## src/rtl/read_info.sv

```systemverilog
// Read-request tracker: queues read descriptors and steers returned data words to the stream or buffer sink.
// Latency: a queued descriptor becomes active 1 cycle after it reaches the FIFO head; each word pops in the cycle it is offered.
// Backpressure: rd_req is dropped while read_info_full=1; inbuf_pop is held low while the selected sink is full.
//
// Ports:
//   clk, reset            rising-edge clock, asynchronous active-high reset
//   read_info_full        descriptor FIFO holds INFO_DEPTH entries
//   rd_req, rd_req_*      push one {size, pu_id, d_type} descriptor
//   inbuf_empty/inbuf_pop returned-data input buffer handshake
//   stream_full/_push     stream sink status and write strobe (d_type == 0)
//   buffer_full/_push     buffer sink status and write strobe (d_type != 0)
//   pu_id, d_type         routing fields of the active transaction

// Generic synchronous FIFO with registered occupancy count.
// Latency: a pushed entry is visible at pop_dat on the next cycle.
// Backpressure: push is ignored while full, pop is ignored while empty.
module fifo #(
    parameter int W     = 8,
    parameter int DEPTH = 4
) (
    input  logic         clk,
    input  logic         reset,
    input  logic         push,
    input  logic [W-1:0] push_dat,
    input  logic         pop,
    output logic [W-1:0] pop_dat,
    output logic         full,
    output logic         empty
);
    localparam int AW = (DEPTH > 1) ? $clog2(DEPTH) : 1;

    logic [W-1:0]  mem [DEPTH];
    logic [AW-1:0] wr_ptr;
    logic [AW-1:0] rd_ptr;
    logic [AW:0]   count;
    logic          do_push;
    logic          do_pop;

    assign full    = (count == (AW+1)'(DEPTH));
    assign empty   = (count == '0);
    assign do_push = push & ~full;
    assign do_pop  = pop & ~empty;
    assign pop_dat = mem[rd_ptr];

    // Pointers are AW bits wide, so DEPTH being a power of two makes
    // the increment wrap exactly at DEPTH.
    always_ff @(posedge clk or posedge reset) begin
        if (reset) begin
            wr_ptr <= '0;
            rd_ptr <= '0;
            count  <= '0;
        end else begin
            if (do_push) begin
                wr_ptr <= wr_ptr + AW'(1);
            end
            if (do_pop) begin
                rd_ptr <= rd_ptr + AW'(1);
            end
            // Simultaneous push and pop leaves the count unchanged.
            case ({do_push, do_pop})
                2'b10:   count <= count + (AW+1)'(1);
                2'b01:   count <= count - (AW+1)'(1);
                default: count <= count;
            endcase
        end
    end

    // Storage needs no reset: entries are only read below the count.
    always_ff @(posedge clk) begin
        if (do_push) begin
            mem[wr_ptr] <= push_dat;
        end
    end
endmodule

module read_info #(
    parameter int   NUM_PU     = 1,
    parameter int   D_TYPE_W   = 2,
    parameter int   RD_SIZE_W  = 20,
    parameter int   INFO_DEPTH = 4,
    localparam int  PU_ID_W    = $clog2(NUM_PU) + 1
) (
    input  logic                 clk,
    input  logic                 reset,
    output logic                 read_info_full,
    input  logic                 rd_req,
    input  logic [RD_SIZE_W-1:0] rd_req_size,
    input  logic [PU_ID_W-1:0]   rd_req_pu_id,
    input  logic [D_TYPE_W-1:0]  rd_req_d_type,
    input  logic                 inbuf_empty,
    output logic                 inbuf_pop,
    input  logic                 stream_full,
    input  logic                 buffer_full,
    output logic                 stream_push,
    output logic                 buffer_push,
    output logic [PU_ID_W-1:0]   pu_id,
    output logic [D_TYPE_W-1:0]  d_type
);
    typedef struct packed {
        logic [RD_SIZE_W-1:0] size;
        logic [PU_ID_W-1:0]   pu_id;
        logic [D_TYPE_W-1:0]  d_type;
    } info_t;

    info_t                req_dat;
    info_t                head_dat;
    logic                 info_empty;
    logic                 info_pop;
    logic                 active;
    logic [RD_SIZE_W-1:0] remaining;
    logic                 is_stream;
    logic                 dest_full;

    assign req_dat.size   = rd_req_size;
    assign req_dat.pu_id  = rd_req_pu_id;
    assign req_dat.d_type = rd_req_d_type;

    fifo #(
        .W     ($bits(info_t)),
        .DEPTH (INFO_DEPTH)
    ) u_info_fifo (
        .clk      (clk),
        .reset    (reset),
        .push     (rd_req),
        .push_dat (req_dat),
        .pop      (info_pop),
        .pop_dat  (head_dat),
        .full     (read_info_full),
        .empty    (info_empty)
    );

    // Only one descriptor is in flight; the next one is fetched in the
    // cycle after the last word of the current one has been popped.
    assign info_pop = ~active & ~info_empty;

    // d_type 0 routes to the stream sink, every other type to the buffer.
    assign is_stream   = (d_type == '0);
    assign dest_full   = is_stream ? stream_full : buffer_full;
    assign inbuf_pop   = active & ~inbuf_empty & ~dest_full;
    assign stream_push = inbuf_pop & is_stream;
    assign buffer_push = inbuf_pop & ~is_stream;

    always_ff @(posedge clk or posedge reset) begin
        if (reset) begin
            active    <= 1'b0;
            remaining <= '0;
            pu_id     <= '0;
            d_type    <= '0;
        end else if (info_pop) begin
            // A zero-size descriptor completes on load: routing fields
            // update but no word is ever requested from the input buffer.
            active    <= (head_dat.size != '0);
            remaining <= head_dat.size;
            pu_id     <= head_dat.pu_id;
            d_type    <= head_dat.d_type;
        end else if (inbuf_pop) begin
            remaining <= remaining - RD_SIZE_W'(1);
            if (remaining == RD_SIZE_W'(1)) begin
                active <= 1'b0;
            end
        end
    end
endmodule

```

## config.mk

```make
export PLATFORM = sky130hd
export DESIGN_NAME = read_info
export DESIGN_NICKNAME = d
export VERILOG_FILES = /design/src/rtl/read_info.sv
export SDC_FILE = /design/constraint.sdc
export NUM_CORES = 1
export LEC_CHECK = 0
export BUFFER_PORTS_ARGS = -buffer_cell sky130_fd_sc_hd__buf_2
export CAP_MARGIN = 40
export CORE_UTILIZATION = 40
export DETAILED_ROUTE_END_ITERATION = 6
export HOLD_SLACK_MARGIN = 0.03
export PLACE_DENSITY_LB_ADDON = 0.3
export SLEW_MARGIN = 20
export SYNTH_ARGS = -nofsm -noshare
export SYNTH_HDL_FRONTEND = slang
export SYNTH_SLANG_ARGS = --single-unit
```

## constraint.sdc

```tcl
create_clock -name clk -period 6.35 [get_ports clk]
set_input_delay 0.635 -clock clk [delete_from_list [all_inputs] [get_ports clk]]
set_output_delay 0.635 -clock clk [all_outputs]
set_load 0.005 [all_outputs]
```

==> parameters.txt, run 1 <==
Parameter                              Value

Status
  Outcome ... completed

Pwr
  Total power of the final layout ... 2.34 mW
  Combinational Power Share ... 13.4%
  Lkg Pwr ... 2.09 nW
  Share of total power consumed by net switching ... 25.7%
  Worst ir drop on vdd ... 0.166 mV
  Pwr dens ... 388 nW/um^2
  Internal power contribution ... 1.74 mW
  Flop pwr share ... 47.3%
  Clock share of power ... 39.3%
  Net load switching power ... 0.599 mW

Finish
  Final core utilization ... 49.5%
  Layout Area Growth over Synthesis ... 19.0%
  Count of fill cells added during filler insertion ... 1,015
  Net count, final ... 397
  Diode count ... 0
  Share of cells above drive strength 1 ... 26.5%

Synthesis
  Fraction of synthesis flops using an asynchronous set or reset pin ... 25.2%
  Synth top area share ... 54.6%
  Number of different library cells in the post-synthesis netlist ... 38
  Mapped Nets ... 350
  Number of enable flip-flop cells after synthesis ... 92
  Syn_area_per_cell ... 16.2 sq um
  Count of warnings emitted by yosys ... 0
  Flip-flop and latch count after synthesis ... 123
  Synthesized cell area ... 5060 sq um
  Main flop type after synthesis ... edfxtp_1
  Post-synthesis instance total ... 313
  Sequential-to-total area share from yosys stat ... 69.9%
  Cell types with the largest area share after synthesis ... edfxtp_1 (55%), dfrtp_1 (15%), mux4_2 (10%)
  Cell type with the highest aggregate area in the netlist ... edfxtp_1

Drt
  First-pass iteration count of the detailed router ... 4
  Via count ... 2,859
  Avg WL per Cell ... 18.1 microns
  Initial drt markers ... 138
  Post-detailed-route count of antenna-violating nets ... 0
  Routed via count divided by cell count ... 5.28
  WL final ... 9780 microns
  Count of unresolved DRC violations after routing ... 0

Worst setup path
  Cell family contributing the most delay on the critical path ... adder cells
  Start of the worst register-to-register path ... u_info_fifo.count[0]
  Highest fanout seen on the critical path ... 28
  Ordered cell list for the critical path ... nor3_1 > or2_2 > inv_2 > ha_1 > inv_1 > fa_1 > xor2_1 > nor2_1 > xor2_1
  Arrival time at the worst endpoint ... 2.88 ns
  Count of cells along the worst register-to-register path ... 9
  Slowest cell delay on critical path ... 0.44 ns
  Required time reported for the critical path endpoint ... 6.67 ns
  Total buffers and inverters traversed by the critical path ... 2
  Crit start category ... register
  Critical path class ... reg -> reg
  Kind of capture point of the worst setup path ... register
  Setup slack on the worst flop-to-flop path ... 3.79 ns
  Most frequent cell on the critical path ... xor2_1
  Slowest cell on the critical path ... or2_2
  FF-to-FF End ... u_info_fifo.count[2]

Clock network
  Hold-fix buffer count after cts ... 0
  Number of levels the H-tree was split into ... 4
  Post-CTS Setup Repair Bufs ... 0
  Cts bufs inserted ... 17
  Clock-pin slew on the worst setup and hold paths ... 0.05 ns
  Clock network latency to the later pin of the worst-skew pair ... 0.40 ns
  Clock tree from TritonCTS ... done
  Clock sink count ... 123
  Post-CTS sizing ... 0
  Buffers from clock root to sink, at most ... 2
  Root buffer cell ... clkbuf_16

Floorplan
  Cell row count ... 40
  Starting utilization of the core area ... 41.6%
  Area of the die ... 13,100 sq um
  Placeable core region ... 12,200 sq um
  Overall die height ... 114 microns
  Width of the die ... 114 microns
  Number of top-level pins ... 36

STA
  Setup repair after global routing missed its margin ... no
  Crit share post-route ... 40.4%
  Final hold vios ... 0
  Slew at the pin with the worst max-slew slack ... 0.645 ns
  Final setup violating endpoints ... 0
  Final count of pins violating max slew ... 0
  Final TNS setup ... 0 ns
  WHS ... 0.311 ns
  Final worst clock skew ... 0.00743 ns
  Maximum clock frequency ... 390 MHz
  Final worst path period need ... 2.56 ns
  Worst-case headroom to the max-slew limit ... 56.9%

Placement
  Gpl congestion ... 0.768
  Port Buffers ... 35
  Final HPWL DP ... 6120 microns

Global routing
  First-pass GRT wire length ... 15,500 microns
  Maximum number of pins on one net before global-route repair ... 32
  GRT Util Overall ... 16.3%
  Total global routing overflow ... 0
  Vias in the first global route ... 2,939
  Initial antenna violation count ... 0

Min path
  Type of the tightest min-delay check ... in -> async

Run
  Max_cap viols ... 0
kinds of logic after synthesis:
group,synth area share (%)
buffers and inverters,2.03
DFF,69.9
adders and majority gates,2.13
and+or+nand+nor,8.63
xor gates and xnor gates,1.21
muxes,10.4
AOI/OAI and AO/OA,5.66
power by group through the flow:
stage	logic, mW	registers (mW)	clock network [mW]
after floorplan	0.214	1.10	0
after global placement	0.307	1.11	0
after detailed placement	0.317	1.12	0
after CTS	0.319	1.10	0.935
after global routing	0.349	1.12	0.969
final	0.313	1.10	0.919
through the flow:
step                instance area, sq um  worst slack (ns)  instances
floorplan                           5060              4.01        313
global route                        6020              3.65        541
CTS                                 6020              3.77        541
detailed placement                  5450              3.79        509
finish                              6020              3.79        541
global placement                    5430              3.86        508
synth_stat cells (2+ instances only):
| cell type | instances |
|---|---|
| o311ai_1 | 6 |
| or3_4 | 2 |
| nor4_1 | 5 |
| mux4_2 | 23 |
| o311ai_0 | 6 |
| nor2_1 | 12 |
| inv_1 | 11 |
| clkbuf_1 | 8 |
| buf_1 | 2 |
| and2_1 | 4 |
| or4_1 | 6 |
| o211ai_1 | 10 |
| nor3_1 | 4 |
| edfxtp_1 | 92 |
| a21oi_1 | 2 |
| xnor2_1 | 4 |
| buf_2 | 4 |
| nand3_1 | 8 |
| xor2_1 | 3 |
| dfrtp_1 | 31 |
| or3_1 | 5 |
| o21a_1 | 2 |
| nand2_1 | 33 |
| o21ai_0 | 9 |
| ha_1 | 7 |
| a221o_1 | 2 |
worst reg2reg max path: cells and delay by family (launching register included):
family                     cells  cell delay, ns
DFF                            1            0.38
xor gates and xnor gates       2            0.32
adders and majority gates      2            0.65
and+or+nand+nor                3            0.62
buffers and inverters          2            0.52
cell type report:
type | instances | area, sq um | area share, %
clock buffer | 17 | 425 | 7.06
multi-input combinational | 164 | 1420 | 23.6
timing repair buffer | 42 | 235 | 3.91
clock inverter | 15 | 148 | 2.45
tap | 168 | 210 | 3.49
sequential | 123 | 3540 | 58.8
inverter | 12 | 45.0 | 0.748
per-layer routing:
metal,vias to the layer above,share of wire (%),GRT usage [%]
li1,1322,-,-
met1,1445,44,21.4
met2,86,50,26.0
met3,6,5.0,3.55
met4,0,0.78,7.53
met5,-,0,0
sequential cells by signal, indices dropped and copies added (netlist names):
name / count
u_info_fifo.rd_ptr: 2
u_info_fifo.mem: 92
d_type: 2
u_info_fifo.count: 3
active: 1
remaining: 20
u_info_fifo.wr_ptr: 2
pu_id: 1
worst max-delay path by stage:
stage / startpoint / to / slack [ns] / cells past startpoint
global placement: active / u_info_fifo.count[2] / 3.86 / 8
CTS: u_info_fifo.count[0] / u_info_fifo.count[2] / 3.77 / 9
global route: u_info_fifo.count[0] / u_info_fifo.count[2] / 3.65 / 9
detailed placement: active / u_info_fifo.count[2] / 3.79 / 8
floorplan: u_info_fifo.count[0] / u_info_fifo.count[2] / 4.01 / 11
finish: u_info_fifo.count[0] / u_info_fifo.count[2] / 3.79 / 9
cells in the final DEF (no fill, tap or decap), drive strengths merged, types with 2 or more instances in the layout:
cell type  instances
o211ai            10
a221o              2
edfxtp            92
inv               14
and2               4
clkinvlp           3
o21a               2
bufinv             2
o311ai            12
o21ai              9
or3                7
nand3              8
nor2              12
nand2             33
nor4               5
xor2               3
dfrtp             31
clkinv             8
mux4              23
buf               42
a21oi              2
ha                 7
clkbuf            17
nor3               4
or4                7
xnor2              4
(Power assumes the default switching activity.)
==> inputs of run 2 (changes only) <==
==> constraint.sdc (replaced) <==
create_clock -name clk -period 2.35 [get_ports clk]
set_input_delay 0.235 -clock clk [delete_from_list [all_inputs] [get_ports clk]]
set_output_delay 0.235 -clock clk [all_outputs]
set_load 0.005 [all_outputs]
==> parameters.txt, run 2 (synthesis gave the netlist of run 1 again) <==
Parameter                              Value

Status
  Outcome ... completed

Pwr
  Worst ir drop on vdd ... 0.505 mV
  Pwr dens ... 1020 nW/um^2
  Lkg Pwr ... 2.15 nW

Worst setup path
  Required time reported for the critical path endpoint ... 2.68 ns
  Slowest cell on the critical path ... or4_1
  Crit start category ... register
  Critical path class ... reg -> reg
  Highest fanout seen on the critical path ... 7
  Arrival time at the worst endpoint ... 2.56 ns
  Most frequent cell on the critical path ... or3_4
  Kind of capture point of the worst setup path ... register
  Slowest cell delay on critical path ... 0.47 ns
  Ordered cell list for the critical path ... or3_4 > or3_4 > or3_4 > or4_1 > nand3_1

Drt
  First-pass iteration count of the detailed router ... 4
  WL final ... 9510 microns
  Met3 Routed Length ... 500 microns
  Initial drt markers ... 154
  Post-detailed-route count of antenna-violating nets ... 0
  Count of unresolved DRC violations after routing ... 0
  Avg WL per Cell ... 17.3 microns
  Routed via count divided by cell count ... 5.27
  Routed length on met2 ... 4620 microns
  Via count ... 2,906
  Top layer used by detailed routing ... met4
  Wire length on met1 ... 4320 microns

Floorplan
  Area of the die ... 13,100 sq um
  Cell row count ... 40
  Width of the die ... 114 microns
  Overall die height ... 114 microns
  Number of top-level pins ... 36
  Placeable core region ... 12,200 sq um
  Starting utilization of the core area ... 41.6%

Placement
  Final HPWL DP ... 6050 microns
  Port Buffers ... 35
  Gpl congestion ... 0.831
  Post-place setup slack ... 0.0765 ns

Clock network
  Number of levels the H-tree was split into ... 4
  Post-CTS Setup Repair Bufs ... 0
  Clock network latency to the later pin of the worst-skew pair ... 0.40 ns
  Buffers from clock root to sink, at most ... 2
  Root buffer cell ... clkbuf_16
  Clock-pin slew on the worst setup and hold paths ... 0.05 ns
  Cts bufs inserted ... 17
  Clock tree from TritonCTS ... done
  Clock sink count ... 123

STA
  Final worst path period need ... 2.22 ns
  Final count of pins violating max slew ... 0
  Final hold vios ... 0
  Setup repair after global routing missed its margin ... no
  WHS ... 0.0493 ns
  Crit share post-route ... 94.6%
  Final TNS setup ... 0 ns
  Slew at the pin with the worst max-slew slack ... 0.482 ns
  Final setup violating endpoints ... 0
  Final worst clock skew ... 0.00714 ns
  Final setup margin ... 0.127 ns
  Worst-case headroom to the max-slew limit ... 67.7%
  Maximum clock frequency ... 450 MHz

Finish
  Count of fill cells added during filler insertion ... 1,015
  Largest registers ... u_info_fifo.mem x92, remaining x20, u_info_fifo.count x3
  Diode count ... 0
  Leading cell types in the layout, fill and taps excluded ... edfxtp_1 (92), buf_2 (35), nand2_1 (33)
  Commonest non-fill, non-tap cell in the layout ... edfxtp_1
  Most flop-heavy register ... u_info_fifo.mem
  Layout Area Growth over Synthesis ... 20.7%
  Flip-flop count of the largest register, all copies and words added ... 92
  Net count, final ... 410
  Flip-flop and latch area ... 3540 sq um
  Share of cells above drive strength 1 ... 27.9%
  Area used by multi-input combinational logic ... 1430 sq um

Global routing
  Vias in the first global route ... 3,008
  First-pass GRT wire length ... 16,000 microns
  Maximum number of pins on one net before global-route repair ... 32
  GRT Util Overall ... 16.8%
  Initial antenna violation count ... 0
  Total global routing overflow ... 0

Min path
  Type of the tightest min-delay check ... in -> reg

Run
  Max_cap viols ... 0
==> run 2: report_power, final <==
part           switching [mW]  total, mW  internal [mW]
sequential              0.165       2.98           2.81
clock                   0.832       2.34           1.51
combinational           0.532      0.894          0.362
==> run 2: worst paths after layout <==
| kind | start | end | slack [ns] | cells past startpoint |
|---|---|---|---|---|
| hold / removal | rd_req_size[14] | u_info_fifo.mem[2][17] | 0.05 | 1 |
| hold reg to reg | u_info_fifo.count[0] | u_info_fifo.count[0] | 0.50 | 1 |
| setup reg to reg | remaining[6] | remaining[13] | 0.13 | 5 |
| min in group asynchronous | reset | u_info_fifo.wr_ptr[0] | 0.46 | 4 |
| setup / recovery | remaining[6] | remaining[13] | 0.13 | 5 |
| max in group asynchronous | reset | remaining[5] | 1.58 | 4 |
==> run 2: per-layer routing <==
| layer | vias to the layer above | global-route usage [%] |
|---|---|---|
| li1 | 1347 | - |
| met1 | 1470 | 22.1 |
| met2 | 84 | 26.3 |
| met3 | 5 | 4.98 |
| met4 | 0 | 6.41 |
| met5 | - | 0 |
==> run 2: what timing repair did <==
| item | CTS | global route |
|---|---|---|
| setup endpoints to repair | 0 | 1 |
| gates resized for setup | 0 | 1 |
| endpoints found under the hold margin | 35 | 4 |
| hold buffers | 2 | 1 |
==> run 2: layout make-up <==
class / instances / share of cell area, %
clock buffers: 17 / 6.96
clock inverters: 12 / 1.78
inverters: 12 / 0.737
multi-input cells: 164 / 23.3
flip-flops and latches: 123 / 57.9
well taps: 168 / 3.44
repair buffers: 55 / 5.86
==> run 2: per-stage QoR <==
step / total power [mW] / cells / util, % / instance area, sq um
6_report: 6.22 / 551 / 50.2 / 6110
5_1_grt: 6.52 / 551 / 50.2 / 6110
4_1_cts: 6.30 / 550 / 50.1 / 6100
3_5_place_dp: 3.92 / 519 / 45.6 / 5540
3_3_place_gp: 3.87 / 519 / 45.6 / 5540
2_1_floorplan: 3.55 / 313 / - / 5060
==> run 2: critical path, delay by kind of cell (launching register included) <==
| kind | cells | cell delay, ns |
|---|---|---|
| flip-flops | 1 | 0.38 |
| AND/OR/NAND/NOR | 5 | 1.77 |
